--- src/rtl/ov7670_stream_gen.sv ---
// OV7670-style parallel pixel source: vsync/href/d framing with RGB565 pixels sent high byte first.
// Define OV7670_STREAM_GEN_TEST_PATTERN_EN to replace the pixel input with an {x, y} test pattern.
module ov7670_stream_gen #(
    parameter int H_ACTIVE     = 640,
    parameter int V_ACTIVE     = 480,
    parameter int H_BLANK      = 144,
    parameter int VSYNC_CYCLES = 1568,
    parameter int V_FRONT      = 10000,
    parameter int V_BACK       = 7840,
    parameter int CNT_W        = 16
) (
    input  logic        pclk,
    input  logic        reset,
    input  logic        enable,
    input  logic [15:0] pix_data,
    input  logic        pix_valid,
    output logic        pix_ready,
    output logic        vsync,
    output logic        href,
    output logic [7:0]  d,
    output logic        frame_start,
    output logic        underrun
);

    typedef enum logic [2:0] {
        S_IDLE,
        S_VSYNC,
        S_V_FRONT,
        S_LINE,
        S_H_BLANK,
        S_V_BACK
    } state_t;

    localparam logic [CNT_W-1:0] VSYNC_LAST  = CNT_W'(VSYNC_CYCLES - 1);
    localparam logic [CNT_W-1:0] VFRONT_LAST = CNT_W'(V_FRONT - 1);
    localparam logic [CNT_W-1:0] LINE_LAST   = CNT_W'(2 * H_ACTIVE - 1);
    localparam logic [CNT_W-1:0] HBLANK_LAST = CNT_W'(H_BLANK - 1);
    localparam logic [CNT_W-1:0] VBACK_LAST  = CNT_W'(V_BACK - 1);
    localparam logic [CNT_W-1:0] LINES_LAST  = CNT_W'(V_ACTIVE - 1);

    state_t           state_reg, state_next;
    logic [CNT_W-1:0] cnt_reg, cnt_next;
    logic [CNT_W-1:0] line_reg, line_next;
    logic             vsync_reg, href_reg, frame_start_reg, underrun_reg;
    logic [7:0]       d_reg, low_reg;
    logic             fetch;
    logic [15:0]      fetch_pix;
    logic             fetch_ok;

    always_ff @(posedge pclk) begin
        if (!reset) begin
            state_reg <= S_IDLE;
            cnt_reg   <= '0;
            line_reg  <= '0;
        end else begin
            state_reg <= state_next;
            cnt_reg   <= cnt_next;
            line_reg  <= line_next;
        end
    end

    // cnt_reg counts cycles spent in the current state; line_reg is the line being (or about to be) sent
    always_comb begin
        state_next = state_reg;
        cnt_next   = cnt_reg + 1'b1;
        line_next  = line_reg;
        case (state_reg)
            S_IDLE: begin
                cnt_next = '0;
                if (enable) begin
                    state_next = S_VSYNC;
                    line_next  = '0;
                end
            end
            S_VSYNC: begin
                if (cnt_reg == VSYNC_LAST) begin
                    state_next = S_V_FRONT;
                    cnt_next   = '0;
                end
            end
            S_V_FRONT: begin
                if (cnt_reg == VFRONT_LAST) begin
                    state_next = S_LINE;
                    cnt_next   = '0;
                end
            end
            S_LINE: begin
                if (cnt_reg == LINE_LAST) begin
                    cnt_next = '0;
                    if (line_reg == LINES_LAST) begin
                        state_next = S_V_BACK;
                    end else begin
                        state_next = S_H_BLANK;
                        line_next  = line_reg + 1'b1;
                    end
                end
            end
            S_H_BLANK: begin
                if (cnt_reg == HBLANK_LAST) begin
                    state_next = S_LINE;
                    cnt_next   = '0;
                end
            end
            S_V_BACK: begin
                if (cnt_reg == VBACK_LAST) begin
                    cnt_next   = '0;
                    state_next = enable ? S_VSYNC : S_IDLE;
                    line_next  = '0;
                end
            end
            default: begin
                state_next = S_IDLE;
                cnt_next   = '0;
            end
        endcase
    end

    // A pixel is fetched in the cycle before each high byte goes out
    always_comb begin
        fetch = 1'b0;
        case (state_reg)
            S_V_FRONT: fetch = (cnt_reg == VFRONT_LAST);
            S_H_BLANK: fetch = (cnt_reg == HBLANK_LAST);
            S_LINE:    fetch = cnt_reg[0] && (cnt_reg != LINE_LAST);
            default:   fetch = 1'b0;
        endcase
    end

`ifdef OV7670_STREAM_GEN_TEST_PATTERN_EN
    logic [7:0] tp_x;
    logic       unused_pix_inputs;

    // Index of the pixel about to be fetched: 0 at line start, else one past the pixel on the wire
    assign tp_x              = (state_reg == S_LINE) ? 8'(cnt_reg >> 1) + 8'd1 : 8'd0;
    assign fetch_pix         = {tp_x, line_reg[7:0]};
    assign fetch_ok          = 1'b1;
    assign pix_ready         = 1'b0;
    assign unused_pix_inputs = ^{pix_data, pix_valid};
`else
    assign fetch_pix = pix_data;
    assign fetch_ok  = pix_valid;
    assign pix_ready = fetch;
`endif

    always_ff @(posedge pclk) begin
        if (!reset) begin
            vsync_reg       <= 1'b0;
            href_reg        <= 1'b0;
            frame_start_reg <= 1'b0;
            underrun_reg    <= 1'b0;
            d_reg           <= '0;
            low_reg         <= '0;
        end else begin
            vsync_reg       <= (state_next == S_VSYNC);
            href_reg        <= (state_next == S_LINE);
            frame_start_reg <= (state_next == S_VSYNC) && (state_reg != S_VSYNC);
            if (fetch) begin
                d_reg   <= fetch_ok ? fetch_pix[15:8] : 8'h00;
                low_reg <= fetch_ok ? fetch_pix[7:0]  : 8'h00;
            end else if (state_next == S_LINE) begin
                d_reg <= low_reg;
            end else begin
                d_reg <= '0;
            end
            if (fetch && !fetch_ok) begin
                underrun_reg <= 1'b1;
            end
        end
    end

    assign vsync       = vsync_reg;
    assign href        = href_reg;
    assign d           = d_reg;
    assign frame_start = frame_start_reg;
    assign underrun    = underrun_reg;

endmodule
--- config.mk ---
export PLATFORM = sky130hd
export DESIGN_NAME = ov7670_stream_gen
export DESIGN_NICKNAME = d
export VERILOG_FILES = /design/src/rtl/ov7670_stream_gen.sv
export SDC_FILE = /design/constraint.sdc
export NUM_CORES = 1
export LEC_CHECK = 0
export CAP_MARGIN = 10
export CORE_AREA = 2 2 85 87
export DETAILED_ROUTE_END_ITERATION = 12
export DIE_AREA = 0 0 87 89
export GPL_TIMING_DRIVEN = 0
export HOLD_SLACK_MARGIN = 0.03
export PLACE_DENSITY = 0.67
export SLEW_MARGIN = 20
export SYNTH_ARGS = -nofsm -noshare
export SYNTH_HDL_FRONTEND = slang
export SYNTH_SLANG_ARGS = --single-unit
export TNS_END_PERCENT = 20
--- constraint.sdc ---
create_clock -name pclk -period 2.7 [get_ports pclk]
set_input_delay 0.81 -clock pclk [delete_from_list [all_inputs] [get_ports pclk]]
set_output_delay 0.81 -clock pclk [all_outputs]
set_load 0.005 [all_outputs]
==> results of run 1 <==
layer usage:
| metal | up-vias | GRT usage [%] |
|---|---|---|
| met2 | 64 | 27.8 |
| met4 | 0 | 6.25 |
| met1 | 1198 | 22.7 |
| met3 | 8 | 4.06 |
| met5 | - | 0 |
| li1 | 1261 | - |
cells by family after synthesis:
| family | count (synthesis) |
|---|---|
| adder cells (fa/ha/maj) | 2 |
| XOR/XNOR | 16 |
| buffers and inverters | 19 |
| flip-flops | 55 |
| multiplexers | 2 |
| AO/OA/AOI/OAI | 65 |
| AND/OR/NAND/NOR | 158 |
power by group through the flow:
stage,combinational [W],clock (W),sequential (W)
final,0.0000986,0.000482,0.000817
after global routing,0.000108,0.000541,0.000818
after CTS,0.0000914,0.000498,0.000817
after detailed placement,0.0000883,0,0.000839
after global placement,0.0000887,0,0.000839
after floorplan,0.0000430,0,0.000838
stage by stage:
stage               setup TNS, ns  setup slack (ns)  total power [W]  hold slack (ns)
global route              -0.0792           -0.0159          0.00147            0.473
detailed placement          -2.27            -0.549         0.000927            0.443
CTS                             0           0.00585          0.00141            0.459
finish                          0            0.0351          0.00140            0.461
floorplan                       0             0.290         0.000882            0.432
global placement            -2.30            -0.528         0.000927            0.438
worst max-delay path: cells and delay by family:
| family | cells | cell delay, ns |
|---|---|---|
| muxes | 1 | 0.22 |
| buffers and inverters | 1 | 0.49 |
| AOI/OAI and AO/OA | 2 | 0.36 |
| and+or+nand+nor | 3 | 1.04 |
worst min path at each step:
| stage | endpoint | slack [ns] | cells after the start |
|---|---|---|---|
| 6_report | low_reg[4] | 0.46 | 2 |
| 5_1_grt | low_reg[4] | 0.47 | 2 |
| 4_1_cts | low_reg[4] | 0.46 | 2 |
| 3_5_place_dp | low_reg[4] | 0.44 | 2 |
| 3_3_place_gp | low_reg[4] | 0.44 | 2 |
| 2_1_floorplan | low_reg[0] | 0.43 | 2 |
Yosys cell counts (all sizes together), types with 2 or more instances:
library cell  instances
o31ai                 3
nand2b                2
ha                    2
nand2                33
nor2b                 2
nand3                30
nor3                  6
nor2                 31
xnor2                 4
dfxtp                55
clkbuf                5
or4                   4
and3                  9
inv                   5
or2                   2
o2bb2ai               9
mux2i                 2
and4b                 2
nor4                  6
xor2                 12
and4                  3
o21ai                11
o21a                  2
buf                   9
a21oi                27
nor3b                 3
a31oi                 6
nand4b                2
nand4                10
or3                   7
layout make-up:
cell class / count / share of cell area (%)
buffer: 11 / 2.16
clock inverter: 3 / 0.769
clock buffer: 5 / 2.01
timing repair buffer: 48 / 12.7
inverter: 5 / 0.623
sequential: 55 / 32.9
multi-input combinational: 243 / 46.0
tap: 80 / 2.93
timing repair:
item / 4_1_cts / 5_1_grt
setup endpoints to repair: 1 / 25
resized for setup: 28 / 13
buffers inserted: 14 / 3
pin swaps: 9 / 5
==> impl_metrics.ini, run 1 <==
[outcome]
outcome = finished clean

[layout]
n_fill_cell = 631
multi_input_area_sq_um = 1570
instances_no_fill = 450
area_delta_synth_final_pct = 28.0
fin_area_sq_um = 3420
diodes = 0
final_common_cell = dfxtp_1
drive_gt1_share_pct = 18.4
fin_util_pct = 50.8
nNetsFinal = 391
seqCellArea_sq_um = 1120
final_cell_mix = dfxtp_1 (44), nand2_1 (33), clkdlybuf4s50_1 (30)

[yosys]
netlist_instances = 317
synth_top_cell_by_area = dfxtp_1
synth_edf_count = 0
synthXorXnorAreaFrac_pct = 5.25
synth_top_area_share_pct = 41.3
synth_top_family_by_area = simple AND/OR/NAND/NOR gates
syn_area_per_cell_sq_um = 8.42
ys_seq_area_share_pct = 41.3
synth.cell_area_sq_um = 2670
synth-simple-area-share_pct = 32.0
yosysWarnings = 0
synthArstFlopShare_pct = 0
synth_cell_types = 56
yosys_most_used_dff = dfxtp_1
synth-seq-cells = 55
synth_compound_area_share_pct = 15.9
synth-adder-area-share_pct = 0.938
synth_area_leaders = dfxtp_1 (41%), nand3_1 (5.4%), a21oi_1 (5.1%), nand2_1 (4.6%), nor2_1 (4.2%)
synth.mux.area_fraction_pct = 1.22
synth_nets = 339

[setup_path]
path_class = in2reg
crit_slowest_cell = or4_1
crit_chain = clkdlybuf4s50_1 -> or3b_4 -> a21o_1 -> mux2i_4 -> nand3_4 -> or4_1 -> a21oi_1
arrival_ns = 2.91
critPathMaxStageDelay_ns = 0.52
cp_max_fo = 5
rrSetupSlack_ns = 0.12
r2r_cells = 11
r2r-start = cnt_reg[11]
end_kind = flip-flop
crit_start = enable
rr_endpoint = d[0]
start_kind = input port
cp.required_ns = 2.95
endpoint = line_reg[15]

[clock_network]
cts-root-buf = clkbuf_8
clk_pin_slew_ns = 0.11
cts_tree = done
htreeDepth = 2
cts.sinks = 55
clockBufferDepth = 2
clock_latency_ns = 0.32
cts_made_buffers = 5
hold_buffers = 0

[routing]
drc_errors = 0
wl_um = 6510
vias_per_cell = 5.62
wl_met3_um = 337
drtIter0Drc = 95
wl_per_cell_um = 14.5
dr_wl_met2_um = 3020
via_count = 2531
ant_nets = 0
firstDrtPassIters = 4
top_layer_used = met4
drt-met1-wl_um = 3080

[placed_design]
finalWeightedCongestion = 0.878
placedCellCount = 428
port_buffers = 31
dp_hpwl_um = 4390
placed_area_sq_um = 3080

[timing]
fmax_mhz = 375
max_slew_margin_pct = 63.3
worst_pin_slew_ns = 0.546
clock_skew_ns = 0.0160
hold_violations = 0
finalSetupViolCount = 0
finalCritPeriodShare_pct = 98.7
min_period_ns = 2.66
drv_slew = 0

[pwr]
pwr-share-comb_pct = 7.1
leakage_nw = 1.17
power.internal_w = 0.00105
ir_drop_uv = 185
power_frac_seq_pct = 58.4
switching_power_w = 0.000343
p_per_area_nw_per_um2 = 409
swShare_pct = 24.5
clockPowerShare_pct = 34.5

[grt]
antenna_found_initial = 0
grt_max_degree = 20
grt_pass1_wl_um = 10700
grtUsageTotal_pct = 17.3
grt_overflow = 0
grt_pass1_vias = 2317

[worst_hold_path]
hold_path_class = reg2reg
holdCritStartpoint = low_reg[4]

[floorplan]
fp.dieW_um = 87
start_util_pct = 39.7
core_sq_um = 6720
die_area_sq_um = 7740
io_pins = 33
num_rows = 30
die_h_um = 89

[flow_run]
cap_violations = 0
(Power assumes the default switching activity.)
==> run 2: changes to the inputs <==
CORE_AREA = 2 2 73 75   (was 2 2 85 87)
DIE_AREA = 0 0 75 77   (was 0 0 87 89)
PLACE_DENSITY = 0.84   (was 0.67)
==> run 2 against run 1 <==
Compared with the run above:
- global-route usage up 4.7 points
- worst setup slack worse by 0.0088 ns
- final cell count down 4.0%
- count of clock-buffer cells in the layout unchanged
- largest power group unchanged
- sequential power about the same
- non-clock buffer count down 8
- clock skew down 0.0025 ns
==> impl_metrics.ini, run 2 (synthesis results as in run 1) <==
[timing]
fmax_mhz = 374
worst_pin_slew_ns = 0.517
rsz0062_at_grt = true
fin_ws_ns = 0.0263
hold_violations = 0
tns_ns = 0
finalSetupViolCount = 0
clock_skew_ns = 0.0135
holdWs_ns = 0.464
max_slew_margin_pct = 65.2
drv_slew = 0
finalCritPeriodShare_pct = 99.0
min_period_ns = 2.67

[layout]
diodes = 0
final_cell_mix = dfxtp_1 (45), nand2_1 (33), clkdlybuf4s50_1 (30)
nNetsFinal = 383
area_delta_synth_final_pct = 24.4
final_common_cell = dfxtp_1
n_fill_cell = 393
drive_gt1_share_pct = 16.0

[outcome]
outcome = finished clean

[clock_network]
cts_tree = done
htreeDepth = 2
cts-root-buf = clkbuf_8
clock_latency_ns = 0.32
hold_buffers = 0
clk_pin_slew_ns = 0.11
clockBufferDepth = 2
cts.sinks = 55
cts_made_buffers = 5

[setup_path]
crit_start = enable
critPathMaxStageDelay_ns = 0.53
arrival_ns = 2.92
crit_slowest_cell = or4_1
r2r-start = cnt_reg[9]
end_kind = flip-flop
path_class = in2reg
crit_chain = clkdlybuf4s50_1 -> or3b_1 -> a21o_1 -> mux2i_4 -> nand3_4 -> or4_1 -> a21oi_1
crit_family = simple AND/OR/NAND/NOR gates
start_kind = input port
cp.required_ns = 2.94
cp_max_fo = 5
path_buf_inv = 1
rrSetupSlack_ns = 0.32

[worst_hold_path]
hold_path_class = reg2reg
holdCritStartpoint = low_reg[1]

[placed_design]
pre_cts_ws_ns = -0.539
dp_hpwl_um = 4470
port_buffers = 31
finalWeightedCongestion = 0.927

[pwr]
total_power_w = 0.00138
ir_drop_uv = 267
p_per_area_nw_per_um2 = 416
leakage_nw = 1.13

[routing]
wl_per_cell_um = 15.1
ant_nets = 0
via_count = 2569
firstDrtPassIters = 5
drc_errors = 0
vias_per_cell = 5.95
wl_um = 6520
drtIter0Drc = 254

[floorplan]
io_pins = 33
fp.dieW_um = 75
start_util_pct = 53.6
num_rows = 26
die_h_um = 77
die_area_sq_um = 5780
core_sq_um = 4980

[flow_run]
cap_violations = 0

[grt]
grt_overflow = 0
grt_max_degree = 19
grtUsageTotal_pct = 22.0
grt_pass1_wl_um = 10200
antenna_found_initial = 0
grt_pass1_vias = 2242
-- run 2: layout make-up --
cell class	instances	area, sq um	area share [%]
buffer	11	70.1	2.11
multi-input combinational	243	1550	46.7
sequential	55	1120	33.9
tap	70	87.6	2.64
clock inverter	3	23.8	0.716
clock buffer	5	68.8	2.07
inverter	5	21.3	0.641
timing repair buffer	40	373	11.2
-- run 2: worst reg2reg max path, delay by kind of cell, from the launching register on --
| family | cells | cell delay, ns |
|---|---|---|
| flops | 1 | 0.52 |
| compound gates | 3 | 0.76 |
| simple gates | 3 | 0.57 |
| buf+inv | 1 | 0.42 |
-- run 2: routing by layer --
layer  global-route usage [%]  vias to the layer above  part of all wire, %
met4                     6.96                        0                  1.3
met5                        0                        -                    0
met1                     29.9                     1229                   45
met2                     35.6                       86                   48
met3                     2.89                        9                  5.8
li1                         -                     1245                    -
-- run 2: path summary, 6_finish.rpt --
| kind | end | depth (start not counted) |
|---|---|---|
| hold reg to reg | low_reg[1] | 2 |
| setup reg to reg | cnt_reg[9] | 7 |
| hold / removal | low_reg[1] | 2 |
| setup / recovery | line_reg[13] | 7 |
-- run 2: power by group --
group | total (W) | internal (W) | switching (W)
clock | 0.000466 | 0.000186 | 0.000280
sequential | 0.000816 | 0.000813 | 0.00000293
combinational | 0.0000983 | 0.0000473 | 0.0000510
total | 0.00138 | 0.00105 | 0.000334
-- run 2: repair_timing --
action,CTS,global route
pin swaps,6,1
setup buffers,7,2
setup endpoints to repair,4,7
gates resized for setup,25,11
-- run 2: metrics by stage --
stage	cell area (sq um)	util, %	cells
floorplan	2670	-	317
global placement	3070	61.6	418
detailed placement	3070	61.6	418
CTS	3270	65.8	430
global route	3320	66.7	432
finish	3320	66.7	432
